==> src/rtl/bubble_alu.sv <==
// rtl/bubble_alu.sv - execute-stage ALU merging R-type, I-type and J-type datapaths
// All results are registered: issue on one edge, results visible after that edge.
module bubble_alu #(
  parameter int XLEN = 32
) (
  input  logic            clk,
  input  logic            rst_n,
  input  logic            in_valid,
  input  logic [1:0]      op_class,
  input  logic [XLEN-1:0] rs,
  input  logic [XLEN-1:0] rt,
  input  logic [XLEN-1:0] imm,
  input  logic [5:0]      funct,
  input  logic [5:0]      alu_op,
  input  logic [XLEN-1:0] pc,
  input  logic [25:0]     target,
  input  logic            jump_en,
  output logic [XLEN-1:0] rd,
  output logic [XLEN-1:0] new_pc,
  output logic            zero,
  output logic            carry_out,
  output logic            out_valid
);

  localparam logic [1:0] CLS_R = 2'b00;
  localparam logic [1:0] CLS_I = 2'b01;
  localparam logic [1:0] CLS_J = 2'b10;

  logic [XLEN-1:0] rd_q, rd_d, new_pc_q, new_pc_d;
  logic            zero_q, zero_d, carry_q, carry_d, out_valid_q, out_valid_d;

  logic [XLEN-1:0] opb, res, pc4;
  logic [XLEN:0]   sum;
  logic            arith, use_sub;

  always_comb begin
    res     = '0;
    arith   = 1'b0;
    use_sub = 1'b0;
    opb     = rt;
    pc4     = pc + XLEN'(4);
    case (op_class)
      CLS_R: begin
        case (funct)
          6'b100000, 6'b100001: arith = 1'b1;
          6'b100010, 6'b100011: begin arith = 1'b1; use_sub = 1'b1; end
          6'b100100: res = rs & rt;
          6'b100101: res = rs | rt;
          6'b100110: res = rs ^ rt;
          6'b100111: res = ~(rs | rt);
          6'b101010: res = XLEN'($signed(rs) < $signed(rt));
          6'b101011: res = XLEN'(rs < rt);
          6'b000000: res = rt << rs[4:0];
          6'b000010: res = rt >> rs[4:0];
          6'b000011: res = $signed(rt) >>> rs[4:0];
          default:   res = '0;
        endcase
      end
      CLS_I: begin
        opb = imm;
        case (alu_op)
          6'b001000, 6'b001001: arith = 1'b1;
          6'b011010: begin arith = 1'b1; use_sub = 1'b1; end
          6'b001100: res = rs & imm;
          6'b001101: res = rs | imm;
          6'b001110: res = rs ^ imm;
          6'b001010: res = XLEN'($signed(rs) < $signed(imm));
          6'b001011: res = XLEN'(rs < imm);
          6'b001111: res = XLEN'({imm[15:0], 16'h0000});
          default:   res = '0;
        endcase
      end
      CLS_J:   res = pc4;
      default: res = '0;
    endcase
    // Subtraction as A + ~B + 1 so the carry bit reads as "no borrow".
    sum = {1'b0, rs} + {1'b0, (use_sub ? ~opb : opb)} + (XLEN+1)'(use_sub);
    if (arith) res = sum[XLEN-1:0];
  end

  always_comb begin
    rd_d        = rd_q;
    new_pc_d    = new_pc_q;
    zero_d      = zero_q;
    carry_d     = carry_q;
    out_valid_d = 1'b0;
    if (in_valid) begin
      rd_d        = res;
      new_pc_d    = (op_class == CLS_J && jump_en) ? {pc4[XLEN-1:28], target, 2'b00} : pc4;
      zero_d      = (op_class == CLS_J) ? 1'b1 : (res == '0);
      carry_d     = arith & sum[XLEN];
      out_valid_d = 1'b1;
    end
  end

  always_ff @(posedge clk) begin
    if (!rst_n) begin
      rd_q        <= '0;
      new_pc_q    <= '0;
      zero_q      <= 1'b0;
      carry_q     <= 1'b0;
      out_valid_q <= 1'b0;
    end else begin
      rd_q        <= rd_d;
      new_pc_q    <= new_pc_d;
      zero_q      <= zero_d;
      carry_q     <= carry_d;
      out_valid_q <= out_valid_d;
    end
  end

  assign rd        = rd_q;
  assign new_pc    = new_pc_q;
  assign zero      = zero_q;
  assign carry_out = carry_q;
  assign out_valid = out_valid_q;

endmodule

==> config.mk <==
export PLATFORM = sky130hd
export DESIGN_NAME = bubble_alu
export DESIGN_NICKNAME = d
export VERILOG_FILES = /design/src/rtl/bubble_alu.sv
export SDC_FILE = /design/constraint.sdc
export NUM_CORES = 1
export LEC_CHECK = 0
export ABC_CLOCK_PERIOD_IN_PS = 5820
export BUFFER_PORTS_ARGS = -buffer_cell sky130_fd_sc_hd__buf_2
export CORE_UTILIZATION = 40
export DETAILED_ROUTE_END_ITERATION = 10
export SLEW_MARGIN = 0
export SYNTH_ARGS = -nofsm -noshare
export SYNTH_HDL_FRONTEND = slang
export SYNTH_SLANG_ARGS = --single-unit
==> constraint.sdc <==
create_clock -name clk -period 5.82 [get_ports clk]
set_input_delay 0.873 -clock clk [delete_from_list [all_inputs] [get_ports clk]]
set_output_delay 0.873 -clock clk [all_outputs]
set_load 0.1 [all_outputs]
==> results.sh <==
export IMPL_status="completed"
export IMPL_skew_ps=0
export IMPL_synth_edf_count=0
export IMPL_finalInstanceArea_sq_mm=0.01950
export IMPL_drt_initial_drc_count=1968
export IMPL_wl_per_cell_microns=26.31
export IMPL_io_buffers=238
export IMPL_worst_setup_path_type="primary input to flip-flop"
export IMPL_ant_nets=0
export IMPL_rsz0062_at_grt="no"
export IMPL_ys_ff_latch=67
export IMPL_syn_area_sq_mm=0.01610
export IMPL_first_pass_iters=6
export IMPL_grt_overflow=0
export IMPL_synth_top_cell_by_area="ha_1"
export IMPL_layout_drive_gt1_share_pct=25.07
export IMPL_relSlewSlack_pct=12.40
export IMPL_syn2layout_area_growth_pct=21.11
export IMPL_worst_r2r_endpoint="zero"
export IMPL_synth_xor_area_share_pct=3.970
export IMPL_synth_top_cell_area_share_pct=17.40
export IMPL_p_leak_nw=9.098
export IMPL_multi_input_area_sq_mm=0.01361
export IMPL_p_switching_w=0.001371
export IMPL_finalHoldViolCount=0
export IMPL_clk_root_buffer_cell="clkbuf_16"
export IMPL_p_sw_share_pct=46.73
export IMPL_synth_area_leaders="ha_1 17%, dfxtp_1 8.3%, mux4_2 7.8%, mux2i_1 7.5%, nor2_1 4.8%"
export IMPL_hold_path_depth=2
export IMPL_hold_path_startpoint="new_pc[0]"
export IMPL_wl_microns=78290
export IMPL_async_reset_ff_share_pct=0
export IMPL_min_period_over_period_pct=96.76
export IMPL_setup_tns_ps=0
export IMPL_p_clk_share_pct=22.2
export IMPL_worstReg2RegStart="zero"
export IMPL_cts_sinks=67
export IMPL_power_frac_comb_pct=60.7
export IMPL_grt_max_degree=84
export IMPL_routed_wl_met2_microns=35120
export IMPL_met3_length_microns=5742
export IMPL_min_to="new_pc[0]"
export IMPL_synth_nets=2532
export IMPL_clk_pin_slew_ps=60
export IMPL_dp_cells=2955
export IMPL_clkLatencyLatePin_ps=340
export IMPL_slew_viol_final=0
export IMPL_row_count=73
export IMPL_pre_cts_slack_ps=-409.6
export IMPL_synth_cell_types=90
export IMPL_register_area_sq_mm=0.001341
export IMPL_placed_cell_area_sq_mm=0.01896
export IMPL_reg2regPathDepth=7
export IMPL_syn_instance_count=2135
export IMPL_finalNetCount=2841
export IMPL_track_usage_pct=37.22
export IMPL_path_max_fanout=5
export IMPL_synth_seq_area_share_pct=8.329
export IMPL_period_needed_ps=5632
export IMPL_post_dp_hpwl_microns=64890
export IMPL_synth_compound_area_share_pct=23.74
export IMPL_routabilityCongestion=1.060
export IMPL_synth_simple_area_share_pct=19.11
export IMPL_tightest_slew_ps=1302
export IMPL_final_common_cell="buf_2"
export IMPL_cts_buffer_depth=2
export IMPL_die_w_microns=202.6
export IMPL_synth_top_family_by_area="compound AO/OA/AOI/OAI gates"
export IMPL_fin_cells=2976
export IMPL_ff2ff_setup_slack_ps=3090
export IMPL_cts_tree="built"
export IMPL_vdd_ir_drop_max_v=0.0001723
export IMPL_setup_ws_ps=188.5
export IMPL_htree_levels=3
export IMPL_setup_viol=0
export IMPL_fill_cells=4045
export IMPL_vias=18421
export IMPL_cap_violations=0
export IMPL_crit_arrival_ps=5880
export IMPL_dieArea_sq_mm=0.04106
export IMPL_routedLengthMet1_microns=34480
export IMPL_final_cell_mix="234 x buf_2, 221 x ha_1, 206 x buf_4"
export IMPL_synth_area_per_cell_sq_um=7.542
export IMPL_p_int_w=0.001563
export IMPL_worst_setup_path_start_kind="primary input"
export IMPL_core_sq_mm=0.03973
export IMPL_synth_ff_type="dfxtp_1"
export IMPL_grt_antenna_before_repair=6
export IMPL_grt_pass1_vias=17315
export IMPL_grt_pass1_wl_microns=113900
export IMPL_power_density_mw_per_mm2=150.5
export IMPL_numCtsBuffers=9
export IMPL_sequentialPowerShare_pct=17.1
export IMPL_cp_end_kind="flip-flop"
export IMPL_drc_errors=0
export IMPL_highest_layer="met5"
export IMPL_die_h_microns=202.6
export IMPL_hp_class="flip-flop to flip-flop"
export IMPL_cp_required_ps=6070
export IMPL_io_pins=239
export IMPL_start_util_pct=40.53
export IMPL_post_drt_via_cell_ratio=6.190
export IMPL_synthAdderAreaFrac_pct=17.53
export IMPL_clock_fmax_mhz=177.6
export IMPL_ys_warn_count=0
export IMPL_muxShareOfSynthArea_pct=19.07
export IMPL_whs_ps=468.6
-- Yosys cell counts (8+ instances only) --
master    number
nor2_1       205
ha_1         224
a211o_1       11
xor2_1        22
dfxtp_1       67
clkbuf_1      90
mux2i_1      120
inv_1        173
a21o_1         8
nand4_1       16
nor4_1        22
o221ai_1      13
o211a_1       13
nand2b_1      18
o21ai_0      109
a221oi_1      15
or4_1         11
xnor2_1       51
a31oi_1       18
o211ai_1      39
a211oi_1      60
or2_2         10
nor2b_1       25
mux4_1         8
mux4_2        56
mux2_2        34
nand2_1      203
and3_1        12
o21a_1        17
nand3_1       44
and2_1        14
buf_1         23
o22ai_1       28
o31ai_1       15
a21oi_1      133
a22oi_1        9
buf_2         28
nor3_1        41
-- sequential cells by signal (all words and copies together) (netlist names) --
register and count:
new_pc 32, carry_out 1, out_valid 1, zero 1, rd 32
-- critical path: stages --
cell      delay [ps]
buf_2            100
or3b_4           420
nor4_4           300
buf_4            170
nor2_4            70
xor2_2           180
inv_2             60
fa_2             410
nor2b_2          140
o31ai_1           90
a31o_2           310
o31a_1           350
o21ai_2          180
o311ai_2         120
a2111o_1         380
or4b_1           470
or4_4            550
or4_4            430
o41ai_2          260
-- kinds of logic (layout without fill, tap and decap cells) --
group / count (synthesis) / in the layout
compound gates: 568 / 568
xor+xnor: 73 / 73
fa+ha+maj: 225 / 225
buf+inv: 326 / 640
flops: 67 / 67
mux: 219 / 219
other cells: 0 / 2
simple gates: 657 / 657
-- final cells by class --
type | count | area share (%)
tap | 525 | 3.368
inverter | 176 | 3.387
multi-input combinational | 1742 | 69.76
clock inverter | 6 | 0.5710
timing repair buffer | 448 | 14.78
clock buffer | 10 | 1.225
antenna | 2 | 0.02566
sequential | 67 | 6.878
-- worst max path at each step --
stage               depth (start not counted)     start  slack, ps  endpoint
finish                                     19  funct[4]        190      zero
global route                               19  funct[4]       0.09      zero
CTS                                        19  funct[3]          6      zero
detailed placement                         19  funct[3]       -410      zero
global placement                           19  funct[3]       -390      zero
floorplan                                  20     rs[0]          8      zero
-- metrics by stage --
stage                     utilization (%)  power (W)
after floorplan                         -   0.001595
after global placement              47.71   0.002218
after detailed placement            47.71   0.002228
after CTS                           48.63   0.002885
after global routing                49.09   0.003083
final                               49.09   0.002934
-- power by group through the flow --
stage                     combinational [W]  clock (W)  sequential (W)
after floorplan                    0.000878          0        0.000717
after global placement              0.00171          0        0.000510
after detailed placement            0.00172          0        0.000511
after CTS                           0.00173   0.000656        0.000502
after global routing                0.00190   0.000682        0.000505
final                               0.00178   0.000650        0.000502
-- per-layer routing --
metal | track usage, % | up-vias
met3 | 4.093 | 143
li1 | - | 8431
met4 | 12.70 | 2
met5 | 0 | -
met2 | 59.41 | 897
met1 | 51.78 | 8948
-- timing repair --
| action | 4_1_cts | 5_1_grt |
|---|---|---|
| hold buffers | 0 | 0 |
| buffers inserted | 0 | 2 |
| gates cloned | 0 | 1 |
| endpoints found under the setup margin | 1 | 1 |
| pin swaps | 0 | 21 |
| resized for setup | 4 | 28 |
Power figures use the tool's default switching activity.
